### src/rtl/instruction_encoder.sv
// Packs decoded RV32 instruction fields into a 32-bit word behind a single-entry
// valid/ready output register, tagging each word with an auto-incrementing address.
`timescale 1ns/1ps
module instruction_encoder #(
  parameter int ADDR_W = 10
) (
  input  logic              clk,
  input  logic              rst,
  input  logic              clear,
  input  logic              in_valid,
  output logic              in_ready,
  input  logic [2:0]        fmt,
  input  logic [4:0]        rd,
  input  logic [4:0]        rs1,
  input  logic [4:0]        rs2,
  input  logic [2:0]        funct3,
  input  logic [31:0]       imm,
  output logic              out_valid,
  input  logic              out_ready,
  output logic [31:0]       instr,
  output logic [ADDR_W-1:0] out_addr,
  output logic              err_pulse,
  output logic              err_sticky,
  output logic [7:0]        err_count
);

  localparam logic [2:0] FMT_S  = 3'd0;
  localparam logic [2:0] FMT_IL = 3'd1;
  localparam logic [2:0] FMT_IA = 3'd2;
  localparam logic [2:0] FMT_SB = 3'd3;
  localparam logic [2:0] FMT_UJ = 3'd4;

  localparam logic [6:0] OP_S  = 7'b0100011;
  localparam logic [6:0] OP_IL = 7'b0000011;
  localparam logic [6:0] OP_IA = 7'b0010011;
  localparam logic [6:0] OP_SB = 7'b1100011;
  localparam logic [6:0] OP_UJ = 7'b1101111;

  // Range is checked on the whole 32-bit value so high bits that would be
  // silently dropped by the encoding still cause a rejection.
  function automatic logic imm_fits(input logic [2:0] f, input logic signed [31:0] v);
    logic ok;
    case (f)
      FMT_S, FMT_IL, FMT_IA: ok = (v >= -32'sd2048) && (v <= 32'sd2047);
      FMT_SB:                ok = (v >= -32'sd4096) && (v <= 32'sd4094) && !v[0];
      FMT_UJ:                ok = (v >= -32'sd1048576) && (v <= 32'sd1048574) && !v[0];
      default:               ok = 1'b0;
    endcase
    return ok;
  endfunction

  function automatic logic [31:0] encode(input logic [2:0] f, input logic [4:0] d,
                                         input logic [4:0] s1, input logic [4:0] s2,
                                         input logic [2:0] f3, input logic [31:0] v);
    logic [31:0] w;
    case (f)
      FMT_S:   w = {v[11:5], s2, s1, f3, v[4:0], OP_S};
      FMT_IL:  w = {v[11:0], s1, f3, d, OP_IL};
      FMT_IA:  w = {v[11:0], s1, f3, d, OP_IA};
      FMT_SB:  w = {v[12], v[10:5], s2, s1, f3, v[4:1], v[11], OP_SB};
      FMT_UJ:  w = {v[20], v[10:1], v[11], v[19:12], d, OP_UJ};
      default: w = '0;
    endcase
    return w;
  endfunction

  function automatic logic [7:0] sat_inc(input logic [7:0] c);
    return (c == 8'hFF) ? c : c + 8'd1;
  endfunction

  logic signed [31:0] imm_p0;
  logic [31:0]        instr_p0;
  logic               ok_p0;
  logic               accept;
  logic               xfer;

  logic               vld_p1;
  logic [31:0]        instr_p1;
  logic [ADDR_W-1:0]  addr_p1;
  logic               err_p1;
  logic               sticky_p1;
  logic [7:0]         cnt_p1;

  // Stage 0: combinational encode and validity check of the incoming bundle
  always_comb begin
    imm_p0   = signed'(imm);
    ok_p0    = imm_fits(fmt, imm_p0);
    instr_p0 = encode(fmt, rd, rs1, rs2, funct3, imm);
    in_ready = !clear && (!vld_p1 || out_ready);
    accept   = in_valid && in_ready;
    xfer     = vld_p1 && out_ready;
  end

  // Stage 1: single-entry output register, address counter and error tracking
  always_ff @(posedge clk or posedge rst) begin
    if (rst) begin
      vld_p1    <= 1'b0;
      instr_p1  <= '0;
      addr_p1   <= '0;
      err_p1    <= 1'b0;
      sticky_p1 <= 1'b0;
      cnt_p1    <= '0;
    end else if (clear) begin
      vld_p1    <= 1'b0;
      addr_p1   <= '0;
      err_p1    <= 1'b0;
      sticky_p1 <= 1'b0;
      cnt_p1    <= '0;
    end else begin
      if (xfer) addr_p1 <= addr_p1 + ADDR_W'(1);
      err_p1 <= accept && !ok_p0;
      if (accept) begin
        vld_p1 <= ok_p0;
        if (ok_p0) begin
          instr_p1 <= instr_p0;
        end else begin
          sticky_p1 <= 1'b1;
          cnt_p1    <= sat_inc(cnt_p1);
        end
      end else if (xfer) begin
        vld_p1 <= 1'b0;
      end
    end
  end

  assign out_valid  = vld_p1;
  assign instr      = instr_p1;
  assign out_addr   = addr_p1;
  assign err_pulse  = err_p1;
  assign err_sticky = sticky_p1;
  assign err_count  = cnt_p1;

endmodule

### config.mk
export PLATFORM = sky130hd
export DESIGN_NAME = instruction_encoder
export DESIGN_NICKNAME = d
export VERILOG_FILES = /design/src/rtl/instruction_encoder.sv
export SDC_FILE = /design/constraint.sdc
export NUM_CORES = 1
export LEC_CHECK = 0
export ABC_CLOCK_PERIOD_IN_PS = 3200
export BUFFER_PORTS_ARGS = -buffer_cell sky130_fd_sc_hd__buf_2
export CAP_MARGIN = 20
export CORE_ASPECT_RATIO = 0.5
export CORE_MARGIN = 2
export CORE_UTILIZATION = 52
export DETAILED_ROUTE_END_ITERATION = 12
export PLACE_DENSITY_LB_ADDON = 0.05
export SKIP_CTS_REPAIR_TIMING = 1
export SYNTH_ARGS = -nofsm -noshare
export SYNTH_HDL_FRONTEND = slang
export SYNTH_SLANG_ARGS = --single-unit
### constraint.sdc
create_clock -name clk -period 3.2 [get_ports clk]
set_input_delay 0.48 -clock clk [delete_from_list [all_inputs] [get_ports clk]]
set_output_delay 0.48 -clock clk [all_outputs]
set_load 0.01 [all_outputs]
**Yosys cells after proc, flatten, opt, wreduce, memory -nomap -nowiden**

Cells that the tools add are included.

- Flip-flop bits (word level): 53
- Word-level logic and storage cells: 59
- Output and inout port bits: 54
- Input port bits: 58

- Equal/unequal tests: 7
- Add/subtract/negate cells: 2
- Mux-type cells: 15
- Reduce and logical (&&, ||, !) cells: 22
- Bitwise operators: 1
- Magnitude comparators: 6

Operator list:

| cell | number |
|---|---|
| $pmux 32 s5 | 1 |
| $ge 32x12->1 const B | 1 |
| $ge 32x13->1 const B | 1 |
| $ge 32x21->1 const B | 1 |
| $le 32x12->1 const B | 1 |
| $le 32x13->1 const B | 1 |
| $le 32x21->1 const B | 1 |
| $mux 8 | 4 |
| $mux 10 | 2 |
| $add 10x1->10 const B | 1 |
| $logic_and 1x1->1 | 9 |
| $add 8x1->8 const B | 1 |
| $eq 8x8->1 const B | 1 |
| $mux 1 | 7 |
| $eq 3x2->1 const B | 2 |
| $reduce_and 3->1 | 2 |
| $logic_not 1->1 | 4 |
| $ne 2x2->1 const B | 2 |
| $reduce_bool 2->1 | 2 |
| $eq 3x1->1 const B | 1 |
| $eq 3x3->1 const B | 1 |
| $logic_not 3->1 | 1 |
| $pmux 1 s3 | 1 |
| $reduce_bool 3->1 | 1 |
| 4 further kinds | 4 |

**Longest topological paths before layout**

- Depth in word-level cells: 7
- Depth in mapped cells: 8
- Depth with buffers taken out: 6

**Least setup slack after synthesis**

OpenSTA, ideal clock, no wires.

- Path type: input port to flip-flop
- From: input port imm[12]
- To: register instr_p1[10] (netlist: instr[10])
- Buffers on the path: 1
- Data required time: 3075 ps
- Stages: 7
- Arrival: 2169 ps
- Slack: 906 ps
- Cell sequence: or4_4 > nor3_2 > a22oi_1 > o32a_2 > a21oi_4 > buf_6 > mux2_4

- Cells in the longest elaborated chain, start to end: 5
- Elaborated cells on any way between the ends: 13
- Those cells by class: order compare (6); mux (1); reduce/logical (6)

Ends and longest elaborated chain:

| item | line | text |
|---|---|---|
| start, declared | 17 | `input logic [31:0] imm,` |
| $ge 32x21->1, or another cell as far along | 46 | `FMT_UJ: ok = (v >= -32'sd1048576) && (v <= 32'sd1048574) && !v[0];` |
| $logic_and 1x1->1 (on tied branches) (2 in series) | 46, 45 |  |
| $pmux 1 s3 * | 43 | `case (f)` |
| $reduce_and 3->1 (no source line) * | n/a |  |
| end signal, assigned | 115 | `instr_p1 <= instr_p0;` |
| end, declared | 78 | `logic [31:0] instr_p1;` |

Mark *: on every way between the ends. The rest lies on a longest branch, timed or not.
A chain may end at the register's enable or synchronous reset.

**Final worst setup path**

- From: input port imm[12]
- To: register instr_p1[27] (netlist: instr[27])

The elaborated chain is that of the path after synthesis.

==> impl_metrics.py <==
metrics = {
    "timing": {
        "final.period_utilization_pct": 72.6,
        "rsz0062_at_grt": "false",
        "holdWs_ns": 0.192,
        "timing_worst_slew_pin_value_ns": 0.647,
        "max_clock_freq_mhz": 431,
        "hold_violations": 0,
        "setup_violations": 0,
        "timing.setup.tns_ns": 0,
        "slew_headroom_pct": 56.8,
        "slew_violations": 0,
        "timing.clock.skew_ns": 0.00524,
        "final_period_minus_worst_setup_slack_ns": 2.32,
        "layout_setup_ws_ns": 0.878,
    },
    "logic_synthesis": {
        "yosys-top-cells-area": "sky130_fd_sc_hd__dfrtp_1, sky130_fd_sc_hd__mux2_4, sky130_fd_sc_hd__mux2i_1",
        "yosysSeqAreaShare_pct": 47.0,
        "syn-instance-count": 253,
        "synth_nets": 313,
        "synth.most_common_cell": "sky130_fd_sc_hd__dfrtp_1",
        "area_share_of_the_leading_cell_type_in_the_synthesized_netlist_pct": 47.0,
        "synth_area_leader_cell": "sky130_fd_sc_hd__dfrtp_1",
        "post_synth_instance_area_mm2": 0.00271,
        "avgSynthCellArea_um2": 10.7,
        "synth_ff_type": "sky130_fd_sc_hd__dfrtp_1",
        "number_of_synthesized_flops_with_an_enable_pin": 0,
        "ys_top_cells_by_count": "sky130_fd_sc_hd__dfrtp_1, sky130_fd_sc_hd__nand2_1, sky130_fd_sc_hd__nor2_1",
        "synthesis.yosys.warnings": 0,
        "synth_seq_cells": 51,
        "post_synth_num_cell_types": 50,
        "synth_async_sr_flop_share_pct": 100,
    },
    "global_routing": {
        "grt_pass1_wl_mm": 9.80,
        "grt_pass1_vias": 2140,
        "antenna_found_initial": 0,
        "globalRouteOverflowTotal": 0,
        "grt_max_degree": 52,
        "tot_gr_track_use_pct": 21.6,
    },
    "clock_tree": {
        "path_clk_slew_ns": 0.10,
        "cts-root-buf": "sky130_fd_sc_hd__clkbuf_8",
        "clkLatencyLatePin_ns": 0.30,
        "cts.htree.levels": 2,
        "cts_tree": "built",
        "cts_sinks": 51,
        "cts_inserted_buffers": 5,
        "clock_tree.buffer_depth": 2,
    },
    "outcome": {
        "run_status": "complete, no violations",
    },
    "setup_path": {
        "worst_setup_path_start_kind": "primary input",
        "cp.required_ns": 3.40,
        "critical-path-max-stage-delay_ns": 0.54,
        "arrival_ns": 2.52,
        "timing.reg2reg.worst_path_depth": 6,
        "crit_path_max_fanout": 27,
        "timing_worst_setup_path_type": "primary input to register",
        "crit_path_end_kind": "register",
        "sequence_of_cells_on_the_critical_path": "buf_2 -> or4_4 -> nor3_2 -> a22oi_1 -> o32a_2 -> a21oi_4 -> buf_12 -> mux2_2",
        "slowest_stage": "sky130_fd_sc_hd__or4_4",
    },
    "layout": {
        "layout-drive-gt1-share_pct": 39.6,
        "flow.area_growth_from_synthesis_pct": 26.6,
        "num-fill-cells": 414,
        "nNetsFinal": 420,
        "final-instance-count-excl-fill": 431,
        "n_antenna_cell": 0,
    },
    "pwr": {
        "p_leak_uw": 0.00181,
        "ir_worst_vdd_uv": 253,
        "design_power_total_uw": 1170,
        "pwr_density_cell_mw_per_mm2": 342,
    },
    "worst_hold_path": {
        "min-delay-path-class": "primary input to asynchronous set/reset pin",
    },
    "floorplan": {
        "die_area_mm2": 0.00585,
        "rows": 18,
        "core-area_mm2": 0.00498,
        "die_height_um": 55.1,
        "die_width_um": 106,
        "floorplan.initialDensity_pct": 54.5,
        "pin_count": 112,
    },
    "routing": {
        "via_count": 2388,
        "wl_per_cell_um": 14.6,
        "drcViolationCount": 0,
        "vias_per_cell": 5.54,
        "detailedRoute.firstPassIterationCount": 5,
        "postRouteWirelength_mm": 6.30,
        "detailedRoute.firstIterationViolations": 148,
        "antenna_left": 0,
    },
    "placed_design": {
        "port-buffer-count": 111,
        "globalplace.congestion": 0.874,
        "dpl_worst_slack_ns": 0.552,
        "post-place-cells": 422,
        "place.detailed.hpwl_mm": 4.71,
    },
    "job": {
        "maxCapViolCount": 0,
    },
}
-- layout by cell type (no fill, tap or decap), drive strengths merged, types with 9 or more instances in the layout --
master | synthesis | routed
dfrtp | 51 | 51
buf | 7 | 116
nand2 | 23 | 23
o21ai | 11 | 11
nor2 | 14 | 14
a2bb2oi | 10 | 10
mux2i | 13 | 13
mux2 | 18 | 18
a221oi | 9 | 9
-- cell type report --
type	count	area (um2)	area share [%]
clock buffer	6	82.6	2.40
multi-input combinational	180	1330	38.8
clock inverter	2	16.3	0.474
sequential	51	1280	37.2
inverter	6	22.5	0.656
tap	70	87.6	2.55
timing repair buffer	116	618	18.0
-- per-stage QoR --
stage / utilization [%] / area (um2)
2_1_floorplan: - / 2710
3_3_place_gp: 66.6 / 3320
4_1_cts: 68.6 / 3410
3_5_place_dp: 66.6 / 3320
5_1_grt: 69.0 / 3430
6_report: 69.0 / 3430
-- state kept, by name, indices dropped and copies added (netlist names) --
name	count
out_addr	10
out_valid	1
err_pulse	1
err_count	8
instr	30
err_sticky	1
-- worst paths after layout --
check	endpoint	start	slack [ns]
min	instr[6]	rst	0.19
min reg2reg	instr[30]	instr[30]	0.49
max reg2reg	instr[27]	out_valid	1.11
min in group clk	instr[30]	imm[10]	0.39
max in group asynchronous	err_count[7]	rst	2.49
max	instr[27]	imm[12]	0.88
-- logic make-up (layout without fill, tap and decap cells) --
logic type | count (synthesis) | after routing | synth area share, %
xor+xnor | 10 | 10 | 3.50
fa+ha+maj | 2 | 2 | 0.922
buf+inv | 22 | 130 | 4.10
flops | 51 | 51 | 47.0
compound gates | 52 | 52 | 14.7
mux | 31 | 31 | 13.6
simple gates | 85 | 85 | 16.1
-- per-layer routing --
| metal | up-vias | GRT usage [%] | routed length [um] |
|---|---|---|---|
| met3 | 5 | 4.22 | 409 |
| met2 | 79 | 36.9 | 2980 |
| met4 | 0 | 5.70 | 44 |
| met5 | - | 0 | 0 |
| li1 | 1153 | - | - |
| met1 | 1151 | 29.3 | 2860 |
-- worst max-delay path, delay by kind of cell --
kind,cells,cell delay [ns]
buffers and inverters,2,0.36
multiplexers,1,0.35
AND/OR/NAND/NOR,2,0.71
AO/OA/AOI/OAI,3,0.61
-- power by group --
part	switching [uW]	leakage (uW)	internal, uW
combinational	78.6	0.00105	56.7
clock	212	0.0000474	177
sequential	2.87	0.000709	647
total	293	0.00181	880
Power figures use the tool's default switching activity.
